[src/rtl/spi_bus_ctrl.sv]
// Internal-bus controller behind the SPI gateway: address decode, per-port
// write/read-consume strobes, transmit mux, session word count and error flag.
module spi_bus_ctrl #(
    parameter int          NPORTS   = 4,
    parameter logic [7:0]  BASE     = 8'h00,
    parameter logic [15:0] IDLE_VAL = 16'hDEAD
) (
    input  logic                   CLK,
    input  logic                   nRST,
    input  logic [7:0]             ADDR,
    input  logic                   SEL,
    input  logic                   TXE,
    input  logic                   RXE,
    input  logic [15:0]            RXD,
    output logic [15:0]            TXD,
    output logic [15:0]            WR_DATA,
    output logic [NPORTS-1:0]      WR_STB,
    input  logic [16*NPORTS-1:0]   RD_DATA,
    output logic [NPORTS-1:0]      RD_STB,
    output logic [7:0]             WORDS,
    output logic                   ERR
);

    localparam int IW = (NPORTS > 1) ? $clog2(NPORTS) : 1;
    localparam logic [7:0] NP8 = 8'(NPORTS);
    localparam logic [NPORTS-1:0] ONE = NPORTS'(1);

    typedef enum logic [1:0] {
        IDLE     = 2'd0,
        ACTIVE   = 2'd1,
        UNMAPPED = 2'd2
    } state_t;

    state_t            state_q, state_d;
    logic [IW-1:0]     idx_q, idx_d;
    logic              sel_q, sel_d;
    logic              txe_q, txe_d;
    logic [15:0]       txd_q, txd_d;
    logic [15:0]       wr_data_q, wr_data_d;
    logic [NPORTS-1:0] wr_stb_q, wr_stb_d;
    logic [NPORTS-1:0] rd_stb_q, rd_stb_d;
    logic [7:0]        words_q, words_d;
    logic              err_q, err_d;

    logic [7:0]        dec;
    logic [IW-1:0]     dec_idx;
    logic              mapped;
    logic              sel_rise;
    logic              txe_fall;
    logic [15:0]       rd_cur;
    logic [15:0]       rd_new;

    assign dec      = ADDR - BASE;
    assign dec_idx  = dec[IW-1:0];
    assign mapped   = (dec < NP8);
    assign sel_rise = SEL && !sel_q;
    assign txe_fall = txe_q && !TXE;

    always_comb begin
        rd_cur = IDLE_VAL;
        rd_new = IDLE_VAL;
        for (int i = 0; i < NPORTS; i++) begin
            if (IW'(i) == idx_q) rd_cur = RD_DATA[16*i +: 16];
            if (IW'(i) == dec_idx) rd_new = RD_DATA[16*i +: 16];
        end
    end

    always_comb begin
        state_d   = state_q;
        idx_d     = idx_q;
        sel_d     = SEL;
        txe_d     = TXE;
        txd_d     = IDLE_VAL;
        wr_data_d = wr_data_q;
        wr_stb_d  = '0;
        rd_stb_d  = '0;
        words_d   = words_q;
        err_d     = err_q;

        // Strobes and the word count act on the state held during this cycle,
        // so an RXE coinciding with SEL falling still lands.
        if (RXE && state_q == ACTIVE) begin
            wr_data_d = RXD;
            wr_stb_d  = ONE << idx_q;
        end
        if (state_q == ACTIVE && txe_fall && SEL) begin
            rd_stb_d = ONE << idx_q;
        end
        if (RXE && state_q != IDLE && words_q != 8'hFF) begin
            words_d = words_q + 8'd1;
        end

        if (!SEL) begin
            state_d = IDLE;
        end else if (sel_rise) begin
            words_d = 8'd0;
            if (mapped) begin
                state_d = ACTIVE;
                idx_d   = dec_idx;
                txd_d   = rd_new;
            end else begin
                state_d = UNMAPPED;
                err_d   = 1'b1;
            end
        end else if (state_q == ACTIVE) begin
            txd_d = rd_cur;
        end
    end

    always_ff @(posedge CLK) begin
        if (!nRST) begin
            state_q   <= IDLE;
            idx_q     <= '0;
            sel_q     <= 1'b1;
            txe_q     <= 1'b0;
            txd_q     <= IDLE_VAL;
            wr_data_q <= '0;
            wr_stb_q  <= '0;
            rd_stb_q  <= '0;
            words_q   <= '0;
            err_q     <= 1'b0;
        end else begin
            state_q   <= state_d;
            idx_q     <= idx_d;
            sel_q     <= sel_d;
            txe_q     <= txe_d;
            txd_q     <= txd_d;
            wr_data_q <= wr_data_d;
            wr_stb_q  <= wr_stb_d;
            rd_stb_q  <= rd_stb_d;
            words_q   <= words_d;
            err_q     <= err_d;
        end
    end

    assign TXD     = txd_q;
    assign WR_DATA = wr_data_q;
    assign WR_STB  = wr_stb_q;
    assign RD_STB  = rd_stb_q;
    assign WORDS   = words_q;
    assign ERR     = err_q;

endmodule

[config.mk]
export PLATFORM = sky130hd
export DESIGN_NAME = spi_bus_ctrl
export DESIGN_NICKNAME = d
export VERILOG_FILES = /design/src/rtl/spi_bus_ctrl.sv
export SDC_FILE = /design/constraint.sdc
export NUM_CORES = 1
export LEC_CHECK = 0
export CAP_MARGIN = 20
export CORE_MARGIN = 2
export CORE_UTILIZATION = 36
export CTS_CLUSTER_SIZE = 8
export DETAILED_ROUTE_END_ITERATION = 6
export GPL_TIMING_DRIVEN = 0
export PLACE_DENSITY = 0.86
export SLEW_MARGIN = 15
export SYNTH_ARGS = -nofsm -noshare
export SYNTH_HDL_FRONTEND = slang
export SYNTH_SLANG_ARGS = --single-unit
[constraint.sdc]
create_clock -name CLK -period 1.7 [get_ports CLK]
set_clock_uncertainty 0.05 [all_clocks]
set_input_delay 0.255 -clock CLK [delete_from_list [all_inputs] [get_ports CLK]]
set_output_delay 0.255 -clock CLK [all_outputs]
set_load 0.03 [all_outputs]
# Word level (Yosys, flattened, before mapping)
# Cells that the tools add are included.
# op_classes
shift,1
n_bitwise,1
n_addsub,1
mux,15
order_cmp,1
n_eq_ne,8
reduce_logical,17
# op_table
cell,count
16-bit two-way mux,11
8-bit two-way mux,3
8-bit by 1-bit adder with 8-bit output (second input constant),1
2-bit equality test (first input constant),4
8-bit by 3-bit < comparator with 1-bit output (second input constant),1
8-bit inequality test (second input constant),1
1-bit logical AND,7
2-bit AND reduction,3
3-bit AND reduction,2
1-bit by 2-bit equality test with 1-bit output (first input constant),2
2-bit logical NOT,2
1-bit by 2-bit left shift with 4-bit output (first input constant),1
2-bit by 1-bit equality test with 1-bit output (second input constant),1
1-bit logical NOT,2
2-bit two-way mux,1
2-bit nonzero test,1
1-bit NOT,1
# totals
word_cells,54
input_bits,93
register_bits,55

# Logic depth before layout (Yosys ltp)
# depth
depth_word,7
mapped_depth,6
mapped_depth_nobuf,4

# Worst setup path after synthesis
# No wires, ideal clock.
# synth_timing
kind,register -> register
start,register sel_q
end,"register txd_q[0], in the netlist TXD[0]"
setup_slack_ps,42
stages_incl_launch_ff,5
period_less_slack_ps,1658
t_arrival_ps,1492
cell_sequence,dfxtp_1 or4b_4 or3_4 buf_6 o22a_1
# synth_between
elab_chain_len,3
# synth_lines
element,line,source
from (decl),36,"logic sel_q, sel_d;"
from (signal assigned),125,sel_q <= sel_d;
1-bit logical NOT,56,assign sel_rise = SEL && !sel_q;
1-bit logical AND,56,
16-bit two-way mux,95,end else if (sel_rise) begin
to (signal assigned),127,txd_q <= txd_d;
to (decl),38,"logic [15:0] txd_q, txd_d;"
# No other way between the ends.
# A chain may end at the register's enable or synchronous reset.

# Worst setup path after layout
# layout_timing
start,register sel_q
end,"register txd_q[10], in the netlist TXD[10]"
# The elaborated chain is that of the path after synthesis.

==> impl_metrics.toml <==
[timing]
finalWorstSetupSlack_ns = -0.0157
fmax_ghz = 0.583
period_share_pct = 101
min_period_ns = 1.72
rsz0062_at_grt = "yes"
slew_violations = 0
worst_slew_pin_slew_ns = 0.840
setup-violations-final = 2
relSlewSlack_pct = 43.5
finalHoldViolCount = 0

[critical_path]
crit_chain = "or4b_4 > or3_4 > buf_8 > o22a_1"
crit_buf_inv = 1
cp-start-kind = "register"
slowest_stage = "or4b_4"
cp_top_family = "simple AND/OR/NAND/NOR gates"
cp_slowest_stage_delay_ns = 0.48
crit_required_ns = 1.85
critPathKind = "register to register"
cp-end-kind = "register"
crit_fanout = 5
cp.arrival_ns = 1.87

[pwr]
leakage_nw = 1.66
p_per_area_nw_per_um2 = 550
vdd_drop_max_mv = 0.432

[placed_design]
hpwl_mm = 6.49
io_buffers = 138
placed_area_um2 = 4300
gp_congestion = 0.821
pre_cts_slack_ns = -0.612

[status]
violations = "setup timing"
outcome = "finished with violations"

[final_layout]
final_area_um2 = 4460
area_growth_pct = 60.1
final_nets = 495
final.fill_count = 652
final_cell_mix = "clkdlybuf4s50_1 (119), dfxtp_1 (54), nand2_1 (40), mux4_2 (32), a21oi_1 (24)"
diodes = 0
final_common_cell = "clkdlybuf4s50_1"
drive_gt1_share_pct = 15.4

[min_path]
hold_class = "input pin to register"

[synth]
netlist_area_um2 = 2790
synth-edff-count = 0
ys_seq_area_share_pct = 39.5
synth.avg_cell_area_um2 = 11.0
yosys_warnings = 0
synth.distinct_cells = 46
synth_cells = 253
ys.flop_type = "dfxtp_1"
synth_nets = 347
synthArstFlopShare_pct = 0
yosys_register_bits = 55

[detailed_routing]
drtIter0Drc = 79
drc_errors = 0
routedWlPerCell_um = 16.8
vias = 2695
ant_nets = 0
viasPerCell = 5.35
drt-total-wl_mm = 8.46
first_pass_iters = 4

[cts]
clockBufferDepth = 2
cts_hold_buf = 0
path_clk_slew_ns = 0.10
cts_sinks = 55
clk_latency_ns = 0.30
numCtsBuffers = 5
cts_tree = "done"
h-tree-depth = 2
cts-root-buf = "clkbuf_8"

[global_route]
grt_max_degree = 19
grtUsageTotal_pct = 19.8
grt_pass1_vias = 2792
grt.overflow.total = 0
antenna_found_initial = 0
grt_pass1_wl_mm = 13.2

[floorplanning]
io_pins = 142
die_w_um = 92.0
core_um2 = 7610
num_rows = 32
dieArea_um2 = 8460
initial_core_util_pct = 36.6
fp.dieH_um = 92.0

[run]
drv_cap = 0
## final cells by class
| cell class | instances | area [um^2] | area share (%) |
|---|---|---|---|
| flip-flops and latches | 55 | 1100 | 24.7 |
| well taps | 102 | 128 | 2.86 |
| inverters | 1 | 3.75 | 0.0841 |
| multi-input cells | 179 | 1610 | 36.2 |
| repair buffers | 142 | 1430 | 32.1 |
| clock inverters | 3 | 23.8 | 0.533 |
| clock buffers | 5 | 68.8 | 1.54 |
| plain buffers | 17 | 90.1 | 2.02 |
## timing repair
action,CTS,global route
buffers inserted,3,0
gates cloned,0,1
endpoints found under the setup margin,24,30
pin swaps,3,4
resized for setup,19,14
endpoints found under the hold margin,0,0
## path summary, 6_finish.rpt
| kind | from | to | slack (ns) | cells after the start |
|---|---|---|---|---|
| max | sel_q | TXD[10] | -0.02 | 4 |
| min | ADDR[7] | idx_q[1] | 0.32 | 4 |
| max reg2reg | sel_q | TXD[10] | -0.02 | 4 |
| min reg2reg | WR_DATA[12] | WR_DATA[12] | 0.41 | 2 |
## synthesized netlist by cell type (all sizes together), types with 3 or more instances
library cell	count	area share [%]
mux4	32	26
a22o	5	1.6
a21oi	24	4.3
buf	6	1.3
nor3	5	0.90
nand3	7	1.3
nand2b	3	0.67
mux2i	3	1.1
clkbuf	12	1.6
nand3b	3	0.81
dfxtp	55	39
o22a	11	3.5
nand2	40	5.4
nor2	9	1.2
and4	3	0.99
## stage by stage
step                      hold WS, ns  TNS, ns  total power (W)  cells  utilization, %
after global placement          0.392   -12.11          0.00172    493            56.5
after global routing            0.352  -0.0415          0.00257    504            58.7
after floorplan                 0.306        0          0.00148    253               -
after CTS                       0.336   -0.101          0.00249    504            58.1
final                           0.325  -0.0226          0.00246    504            58.7
after detailed placement        0.399   -13.83          0.00174    493            56.5
## registers in the layout (all words and copies together) (netlist names)
name,count
WR_DATA,16
txe_q,1
sel_q,1
RD_STB,4
TXD,16
state_q,2
WORDS,8
WR_STB,4
idx_q,2
ERR,1
## per-layer routing
| metal | vias to the layer above | global-route usage (%) | routed length, um |
|---|---|---|---|
| met5 | - | 0 | 0 |
| met4 | 0 | 8.83 | 242 |
| met3 | 23 | 3.20 | 372 |
| met2 | 107 | 36.3 | 4490 |
| met1 | 1297 | 22.5 | 3350 |
| li1 | 1268 | - | - |
## cells by family after synthesis
| family | after synthesis | share of synthesized area (%) |
|---|---|---|
| multiplexers | 35 | 26.9 |
| buffers and inverters | 19 | 3.01 |
| adder cells (fa/ha/maj) | 1 | 0.449 |
| AO/OA/AOI/OAI | 56 | 14.0 |
| flip-flops | 55 | 39.5 |
| AND/OR/NAND/NOR | 87 | 16.1 |
## tightest hold or removal path, stage by stage
cell	delay, ns
dlymetal6s2s_1	0.10
nor4_1	0.11
nand3_1	0.10
a21oi_1	0.06
## power breakdown
part	switching [W]	internal, W	leakage [nW]
sequential	0.00000376	0.00129	0.444
clock	0.000447	0.000299	0.0461
combinational	0.000131	0.000284	1.17
No activity file was read; power rests on OpenSTA's default activity.
